<file path="src/rtl/cpu_pkg.sv">
// Shared definitions for the 5-stage pipelined CPU.
// Contents:
//   DW, RW      - default datapath width and register-index width
//   ALU_*       - 4-bit ALU control encodings
//   fwd_sel_e   - operand forward-select encodings, produced by
//                 forwarding_unit and consumed by the operand muxes
package cpu_pkg;

  localparam int unsigned DW = 32;
  localparam int unsigned RW = 5;

  localparam logic [3:0] ALU_AND = 4'd0;
  localparam logic [3:0] ALU_OR  = 4'd1;
  localparam logic [3:0] ALU_ADD = 4'd2;
  localparam logic [3:0] ALU_SUB = 4'd6;
  localparam logic [3:0] ALU_SLT = 4'd7;
  localparam logic [3:0] ALU_EQ  = 4'd8;
  localparam logic [3:0] ALU_NOR = 4'd12;
  localparam logic [3:0] ALU_MUL = 4'd15;

  typedef enum logic [1:0] {
    FWD_REG = 2'd0,  // use the register-file value
    FWD_WB  = 2'd1,  // forward MEM/WB write-back data
    FWD_MEM = 2'd2   // forward EX/MEM ALU result
  } fwd_sel_e;

endpackage

</file>
<file path="src/rtl/forwarding_unit.sv">
// Combinational RAW-hazard detector.
// Compares two source register indices against the EX/MEM and MEM/WB
// destinations and reports where each operand should come from.
// EX/MEM (younger) wins over MEM/WB; register $0 is never forwarded.
// Also used by the MEM stage for store-data hazards.
// Ports:
//   rs, rt                        - source register indices
//   exmem_reg_write, exmem_wreg   - EX/MEM write enable and destination
//   memwb_reg_write, memwb_wreg   - MEM/WB write enable and destination
//   fwd_a, fwd_b                  - forward selects for rs and rt
module forwarding_unit #(
  parameter int unsigned RW = cpu_pkg::RW
) (
  input  logic             [RW-1:0] rs,
  input  logic             [RW-1:0] rt,
  input  logic                      exmem_reg_write,
  input  logic             [RW-1:0] exmem_wreg,
  input  logic                      memwb_reg_write,
  input  logic             [RW-1:0] memwb_wreg,
  output cpu_pkg::fwd_sel_e         fwd_a,
  output cpu_pkg::fwd_sel_e         fwd_b
);
  import cpu_pkg::*;

  function automatic fwd_sel_e select_src(
    input logic [RW-1:0] src,
    input logic          ex_we,
    input logic [RW-1:0] ex_wreg,
    input logic          wb_we,
    input logic [RW-1:0] wb_wreg
  );
    if (ex_we && (ex_wreg != '0) && (ex_wreg == src)) begin
      return FWD_MEM;
    end else if (wb_we && (wb_wreg != '0) && (wb_wreg == src)) begin
      return FWD_WB;
    end
    return FWD_REG;
  endfunction

  always_comb begin
    fwd_a = select_src(rs, exmem_reg_write, exmem_wreg,
                       memwb_reg_write, memwb_wreg);
    fwd_b = select_src(rt, exmem_reg_write, exmem_wreg,
                       memwb_reg_write, memwb_wreg);
  end

endmodule

</file>
<file path="src/rtl/id_ex_stage.sv">
// ID/EX pipeline register with ALU operand forwarding.
// Latches decoded operands and control each cycle; holds under stall,
// clears to a bubble under flush or when the decoded slot is invalid.
// Operands are resolved against EX/MEM and MEM/WB results combinationally.
// Edge priority: rst_i > flush_i > stall_i > load.
// Ports:
//   clk_i, rst_i                    - clock, synchronous active-high reset
//   stall_i, flush_i                - hold / bubble controls
//   valid_i, rs/rt_data_i, imm_i    - decoded instruction and operands
//   rs_i, rt_i, rd_i                - register indices
//   alu_ctrl_i, alu_src_i, reg_dst_i - ALU and destination selection
//   reg_write_i .. mem_to_reg_i     - downstream control
//   exmem_*, memwb_*                - later-stage results for forwarding
//   src1_o, src2_o, ctrl_o          - ALU operands and control
//   store_data_o                    - forwarded rt value for stores
//   wreg_o                          - selected destination register
//   valid_o .. mem_to_reg_o         - registered control
module id_ex_stage #(
  parameter int unsigned DW = cpu_pkg::DW,
  parameter int unsigned RW = cpu_pkg::RW
) (
  input  logic          clk_i,
  input  logic          rst_i,
  input  logic          stall_i,
  input  logic          flush_i,
  input  logic          valid_i,
  input  logic [DW-1:0] rs_data_i,
  input  logic [DW-1:0] rt_data_i,
  input  logic [DW-1:0] imm_i,
  input  logic [RW-1:0] rs_i,
  input  logic [RW-1:0] rt_i,
  input  logic [RW-1:0] rd_i,
  input  logic [3:0]    alu_ctrl_i,
  input  logic          alu_src_i,
  input  logic          reg_dst_i,
  input  logic          reg_write_i,
  input  logic          mem_read_i,
  input  logic          mem_write_i,
  input  logic          mem_to_reg_i,
  input  logic          exmem_reg_write_i,
  input  logic [RW-1:0] exmem_wreg_i,
  input  logic [DW-1:0] exmem_result_i,
  input  logic          memwb_reg_write_i,
  input  logic [RW-1:0] memwb_wreg_i,
  input  logic [DW-1:0] memwb_wdata_i,
  output logic [DW-1:0] src1_o,
  output logic [DW-1:0] src2_o,
  output logic [3:0]    ctrl_o,
  output logic [DW-1:0] store_data_o,
  output logic [RW-1:0] wreg_o,
  output logic          valid_o,
  output logic          reg_write_o,
  output logic          mem_read_o,
  output logic          mem_write_o,
  output logic          mem_to_reg_o
);
  import cpu_pkg::*;

  logic [DW-1:0] rs_data_q;
  logic [DW-1:0] rt_data_q;
  logic [DW-1:0] imm_q;
  logic [RW-1:0] rs_q;
  logic [RW-1:0] rt_q;
  logic [RW-1:0] rd_q;
  logic [3:0]    alu_ctrl_q;
  logic          alu_src_q;
  logic          reg_dst_q;
  logic          valid_q;
  logic          reg_write_q;
  logic          mem_read_q;
  logic          mem_write_q;
  logic          mem_to_reg_q;

  // Reset, flush and an invalid decode slot all leave the same
  // all-zero bubble, so they share one clear path.
  always_ff @(posedge clk_i) begin
    if (rst_i || flush_i || (!stall_i && !valid_i)) begin
      rs_data_q    <= '0;
      rt_data_q    <= '0;
      imm_q        <= '0;
      rs_q         <= '0;
      rt_q         <= '0;
      rd_q         <= '0;
      alu_ctrl_q   <= '0;
      alu_src_q    <= 1'b0;
      reg_dst_q    <= 1'b0;
      valid_q      <= 1'b0;
      reg_write_q  <= 1'b0;
      mem_read_q   <= 1'b0;
      mem_write_q  <= 1'b0;
      mem_to_reg_q <= 1'b0;
    end else if (!stall_i) begin
      rs_data_q    <= rs_data_i;
      rt_data_q    <= rt_data_i;
      imm_q        <= imm_i;
      rs_q         <= rs_i;
      rt_q         <= rt_i;
      rd_q         <= rd_i;
      alu_ctrl_q   <= alu_ctrl_i;
      alu_src_q    <= alu_src_i;
      reg_dst_q    <= reg_dst_i;
      valid_q      <= 1'b1;
      reg_write_q  <= reg_write_i;
      mem_read_q   <= mem_read_i;
      mem_write_q  <= mem_write_i;
      mem_to_reg_q <= mem_to_reg_i;
    end
  end

  fwd_sel_e fwd_a;
  fwd_sel_e fwd_b;

  forwarding_unit #(
    .RW (RW)
  ) u_fwd (
    .rs              (rs_q),
    .rt              (rt_q),
    .exmem_reg_write (exmem_reg_write_i),
    .exmem_wreg      (exmem_wreg_i),
    .memwb_reg_write (memwb_reg_write_i),
    .memwb_wreg      (memwb_wreg_i),
    .fwd_a           (fwd_a),
    .fwd_b           (fwd_b)
  );

  logic [DW-1:0] rt_fwd;

  always_comb begin
    case (fwd_a)
      FWD_MEM: src1_o = exmem_result_i;
      FWD_WB:  src1_o = memwb_wdata_i;
      default: src1_o = rs_data_q;
    endcase

    case (fwd_b)
      FWD_MEM: rt_fwd = exmem_result_i;
      FWD_WB:  rt_fwd = memwb_wdata_i;
      default: rt_fwd = rt_data_q;
    endcase

    // The immediate bypasses forwarding; stores still need the forwarded rt.
    src2_o       = alu_src_q ? imm_q : rt_fwd;
    store_data_o = rt_fwd;
    wreg_o       = reg_dst_q ? rd_q : rt_q;
  end

  assign ctrl_o       = alu_ctrl_q;
  assign valid_o      = valid_q;
  assign reg_write_o  = reg_write_q;
  assign mem_read_o   = mem_read_q;
  assign mem_write_o  = mem_write_q;
  assign mem_to_reg_o = mem_to_reg_q;

endmodule

</file>
<file path="config.mk">
export PLATFORM = sky130hd
export DESIGN_NAME = id_ex_stage
export DESIGN_NICKNAME = d
export VERILOG_FILES = /design/src/rtl/cpu_pkg.sv /design/src/rtl/forwarding_unit.sv /design/src/rtl/id_ex_stage.sv
export SDC_FILE = /design/constraint.sdc
export NUM_CORES = 1
export LEC_CHECK = 0
export CORE_UTILIZATION = 30
export CTS_BUF_LIST = sky130_fd_sc_hd__clkbuf_8
export CTS_CLUSTER_DIAMETER = 150
export DETAILED_ROUTE_END_ITERATION = 16
export GPL_ROUTABILITY_DRIVEN = 1
export PLACE_DENSITY = 0.75
export REMOVE_ABC_BUFFERS = 1
export SYNTH_ARGS = -nofsm -noshare
export SYNTH_HDL_FRONTEND = slang
export SYNTH_HIERARCHICAL = 1
export SYNTH_SLANG_ARGS = --single-unit
</file>
<file path="constraint.sdc">
create_clock -name clk_i -period 3.45 [get_ports clk_i]
set_input_delay 0.69 -clock clk_i [delete_from_list [all_inputs] [get_ports clk_i]]
set_output_delay 0.69 -clock clk_i [all_outputs]
set_load 0.05 [all_outputs]
</file>
# Word level (Yosys, flattened, before mapping)
# Cells that the tools add are included.
# word_totals
register_bits	122
out_inout_bits	110
wordCells	49
# op_classes
eq_ne	8
muxes	14
reduce_logical	13
# ops
operator	n
$pmux W32 S2	2
$mux W32	1
$eq A5 B5 Y1	4
$mux W2	6
$reduce_bool A5 Y1	2
$logic_and A1 B1 Y1	7
$mux W5	1
$eq A2 B1 Y1 const B	2
$eq A2 B2 Y1 const B	2
$mux W1	4
$logic_not A1 Y1	2
$logic_or A1 B1 Y1	2

# Longest topological paths before layout
# Gate-level depths: netlist of the first run.
# depth
word_depth	9
ltp_mapped	10
depth_no_buf	8

# By module
# Netlist of the first run, hierarchy kept.
# by_module_without_submodules
mod	instances	cells_per_inst	area_per_inst_um2	seq_area_each_um2
id_ex_stage	1	712	6729.0	2442.3
forwarding_unit	1	34	270.3	0.0

# Least setup slack after synthesis of the first run
# OpenSTA, ideal clock, no wires.
# synth_timing
path_type	input to output
from	input port exmem_wreg_i[1]
to	output port src2_o[22]
arrival_time_ps	3727
setup_slack_ps	-967
stages	10
path_buffers	2
cell_sequence	or4_1 > o21ai_2 > nor4_1 > nor4_2 > inv_1 > ha_1 > buf_2 > buf_2 > a221oi_1 > o31ai_1
# synth_via
elab_chain_len	8
word_cells_on_any_way	11
# synth_lines
element	line_no	rtl
from (decl)	id_ex_stage.sv:41	input logic [RW-1:0] exmem_wreg_i,
$reduce_bool A5 Y1	forwarding_unit.sv:32	if (ex_we && (ex_wreg != '0) && (ex_wreg == src)) begin
$logic_and A1 B1 Y1	forwarding_unit.sv:32	
$logic_and A1 B1 Y1 (*)	forwarding_unit.sv:32	
$mux W2 or $mux W1 (tied branches)	forwarding_unit.sv:32	
$mux W2 (*)	forwarding_unit.sv:37	return FWD_REG;
net fwd_b[1]	id_ex_stage.sv:111	fwd_sel_e fwd_b;
$eq A2 B1 Y1 or $eq A2 B2 Y1 (tied branches)	id_ex_stage.sv:135	case (fwd_b)
$pmux W32 S2 (*)	id_ex_stage.sv:135	
$mux W32 (*)	id_ex_stage.sv:142	src2_o = alu_src_q ? imm_q : rt_fwd;
to (decl)	id_ex_stage.sv:47	output logic [DW-1:0] src2_o,
# The timed path passes the listed nets; every way through them passes the cells marked *.

# Worst setup path after layout of the first run
# layout_timing
from	input port exmem_wreg_i[4]
to	output port store_data_o[12]
# layout_via
elab_chain_len	7
word_cells_on_any_way	10
# layout_lines
element	line_no	rtl
$reduce_bool A5 Y1	forwarding_unit.sv:32	
$logic_and A1 B1 Y1	forwarding_unit.sv:32	
$logic_and A1 B1 Y1 (*)	forwarding_unit.sv:32	
$mux W2 or $mux W1 (tied branches)	forwarding_unit.sv:32	
$mux W2 (*)	forwarding_unit.sv:37	
net fwd_b[1]	id_ex_stage.sv:111	
$eq A2 B1 Y1 or $eq A2 B2 Y1 (tied branches)	id_ex_stage.sv:135	
$pmux W32 S2 (*)	id_ex_stage.sv:135	
to (decl)	id_ex_stage.sv:49	output logic [DW-1:0] store_data_o,
# Marks and branches as above.

==> flow_summary.ini, run 1 <==
[clock_tree]
hold_buffers = 0
clk_transition_reported_paths_ns = 0.08
cts_tree = done
cts_root_buffer = clkbuf_8
cts_inserted_buffers = 17
cts.sinks = 122
cts_buffer_depth = 2
htreeDepth = 4
clock_latency_ns = 0.42

[sta]
skew_ns = 0
setup_violations = 96
finalHoldViolCount = 0
min_period_ns = 3.947
period_share = 1.144
fmax_mhz = 253.4
rsz0062_at_grt = true
fin_tns_setup_ns = -35.37
drv_slew = 0
worst_slack_ns = -0.4968
max_slew_margin = 0.3478
worstMarginPinSlew_ns = 0.9784

[critical_path]
crit_path_frequent_cell = buf_6
critPathMaxStageDelay_ns = 0.54
endpoint_kind = primary output
cpLargestDelayFamily = buffers and inverters
rrSetupSlack_ns = 2.06
cp-start-kind = primary input
required_ns = 2.76
path_max_fanout = 7
timing.critical_path.buf_inv = 7
cp_slowest_cell = or4_4
critical_path_class = in -> out
crit_path_cell_trace = buf_6 -> or4_4 -> o21ai_4 -> nor4_4 -> nor4_2 -> inv_1 -> ha_4 -> buf_8 -> buf_12 -> buf_6 -> a221oi_4 -> buf_6 -> nor2_4 -> buf_12
cp.arrival_ns = 3.26

[finish]
fin_area_sq_um = 14740
seqCellArea_sq_um = 2444
layout_commonest_cell = clkdlybuf4s50_1
multiInputGateArea_sq_um = 5912
fill_cells = 1643
fin_util = 0.6470
area_delta_synth_final_pct = 110.6
drive_gt1_frac = 0.4606
layout.cells.most_common_list = clkdlybuf4s50_1 (206), mux2i_1 (121), dfxtp_1 (121)
final_nets = 1312
diodes = 0

[detailed_routing]
firstDrtPassIters = 5
routed_via_density = 5.317
drc = 0
routed_wl_um = 32340
first_iter_violations = 378
antenna_left = 0
wire_per_inst_um = 22.60
vias = 7608

[floorplan]
ioPinCount = 312
chipHeight_um = 154.7
dieArea_sq_um = 23950
start_util = 0.3073
design.core.area_sq_um = 22780
die_w_um = 154.7
rows = 55

[hold_path]
worstHoldPathType = reg -> reg

[synth]
synthCells = 746
ys_ff_latch = 122
syn_area_sq_um = 6999
synth_cell_types = 30
ys.warnings.count = 6
seq_area_frac_synth = 0.3489
syn_avg_cell_area_sq_um = 9.382

[run_status]
failed_checks = setup timing
status = complete, but fails checks

[global_routing]
antenna_found_initial = 0
grt_pass1_vias = 8005
grt_use_total = 0.2499
grt_max_degree = 67
grt_pass1_wl_um = 45930
grt_overflow = 0

[run]
cap_violations = 0

[place]
port_buffers = 311
hpwl_um = 18510
gp_congestion = 0.9044
dpl-instance-area_sq_um = 11700

[pwr]
p_leak_uw = 0.005733
cellPowerDensity_nw_per_um2 = 285.8
peakVddDrop_mv = 0.2459
[cell families (layout without fill, tap and decap cells)]
family	count (synthesis)	after routing	synth area share
AOI/OAI and AO/OA	129	129	0.1328
xor gates and xnor gates	20	20	0.02503
adders and majority gates	4	4	0.007151
buffers and inverters	79	451	0.06543
DFF	122	122	0.3489
muxes	126	126	0.1811
and+or+nand+nor	266	266	0.2395
[cell type report]
cell class | count | area share
Clock buffer | 18 | 0.01681
Clock inverter | 13 | 0.01206
Inverter | 4 | 0.001019
Multi-Input combinational cell | 545 | 0.4011
Sequential cell | 122 | 0.1658
Tap cell | 313 | 0.02657
Timing Repair Buffer | 416 | 0.3766
[report_power, final]
group / internal (uW) / switching, uW
Clock: 797 / 616
Sequential: 1450 / 35.4
Combinational: 667 / 648
[final timing paths]
kind                   startpoint               end  depth (start not counted)
hold / removal            valid_o           valid_o                          2
setup reg to reg        alu_src_q         alu_src_q                          2
setup / recovery  exmem_wreg_i[4]  store_data_o[12]                         14
hold reg to reg           valid_o           valid_o                          2
[worst register-to-register path, delay by kind of cell (launching register included)]
family        cells  cell delay, ns
flops             1            0.97
mux               1            0.18
simple gates      1            0.17
[per-stage QoR]
step	cells	hold slack (ns)	power (uW)	worst slack, ns
after floorplan	671	0.4994	1947	-1.480
after global placement	1356	0.4857	2577	-0.9081
after detailed placement	1356	0.4990	2593	-0.9197
after CTS	1417	0.5193	4171	-0.4924
after global routing	1431	0.5608	4365	-0.6109
final	1431	0.5208	4211	-0.4968
[routing by layer]
metal  GRT usage  routed length [um]  up-vias  share of wire
met3     0.06024                2110       77          0.065
met4     0.09288                1094        0          0.034
met1      0.2937               12700     3734           0.39
met5           0                   0        -              0
met2      0.4389               16440      343           0.51
li1            -                   -     3454              -
[synthesized netlist by cell type]
library cell  count  area, sq um
xnor2_1          16        140.1
a22oi_1          32        240.2
nor4_1            2        12.51
o21ai_0          32        160.2
nor2_1           33        123.9
o31ai_1          32        240.2
dfxtp_1         122         2442
nor2_2            1        6.260
buf_6            10        112.6
clkbuf_4          2        15.01
xor2_1            4        35.03
buf_1             1        3.750
inv_1             4        15.01
buf_2            18        90.09
or4_1             2        15.01
nor3_2           80        800.8
buf_4            15        112.6
nor4_2            2        25.02
nand2_1          66        247.7
nand4_1           2        12.51
nor2b_1          33        206.5
nor3_1           42        210.2
a221oi_1         32        280.3
ha_1              4        50.05
mux2_2            5        56.30
nand3_1           2        10.01
clkbuf_1         29        108.9
o21ai_2           1        8.760
mux2i_1         121         1211
or2_1             1        6.260
[timing repair]
action,in CTS,in global routing
resized for setup,339,72
endpoints found under the setup margin,96,96
buffers inserted,19,13
gates cloned,11,6
pin swaps,31,45
[sequential cells by signal (all words and copies together), names as in the netlist]
register      flops
rd_q              5
mem_to_reg_o      1
reg_dst_q         1
mem_write_o       1
ctrl_o            4
mem_read_o        1
alu_src_q         1
reg_write_o       1
imm_q            32
rt_q              5
valid_o           1
rt_data_q        32
rs_data_q        32
rs_q              5
Note: power is estimated with default switching activity, not from simulation.
==> inputs of run 2 (changes only) <==
ABC_AREA = 0   (was not set)
==> results of run 2 <==
Final layout, timing and power as in run 1 (identical DEF).
==> inputs of run 3 (changes only) <==
CAP_MARGIN = 5   (was not set)
CTS_CLUSTER_SIZE = 24   (was not set)
==> results of run 3 <==
Final layout, timing and power as in run 1 (identical DEF).
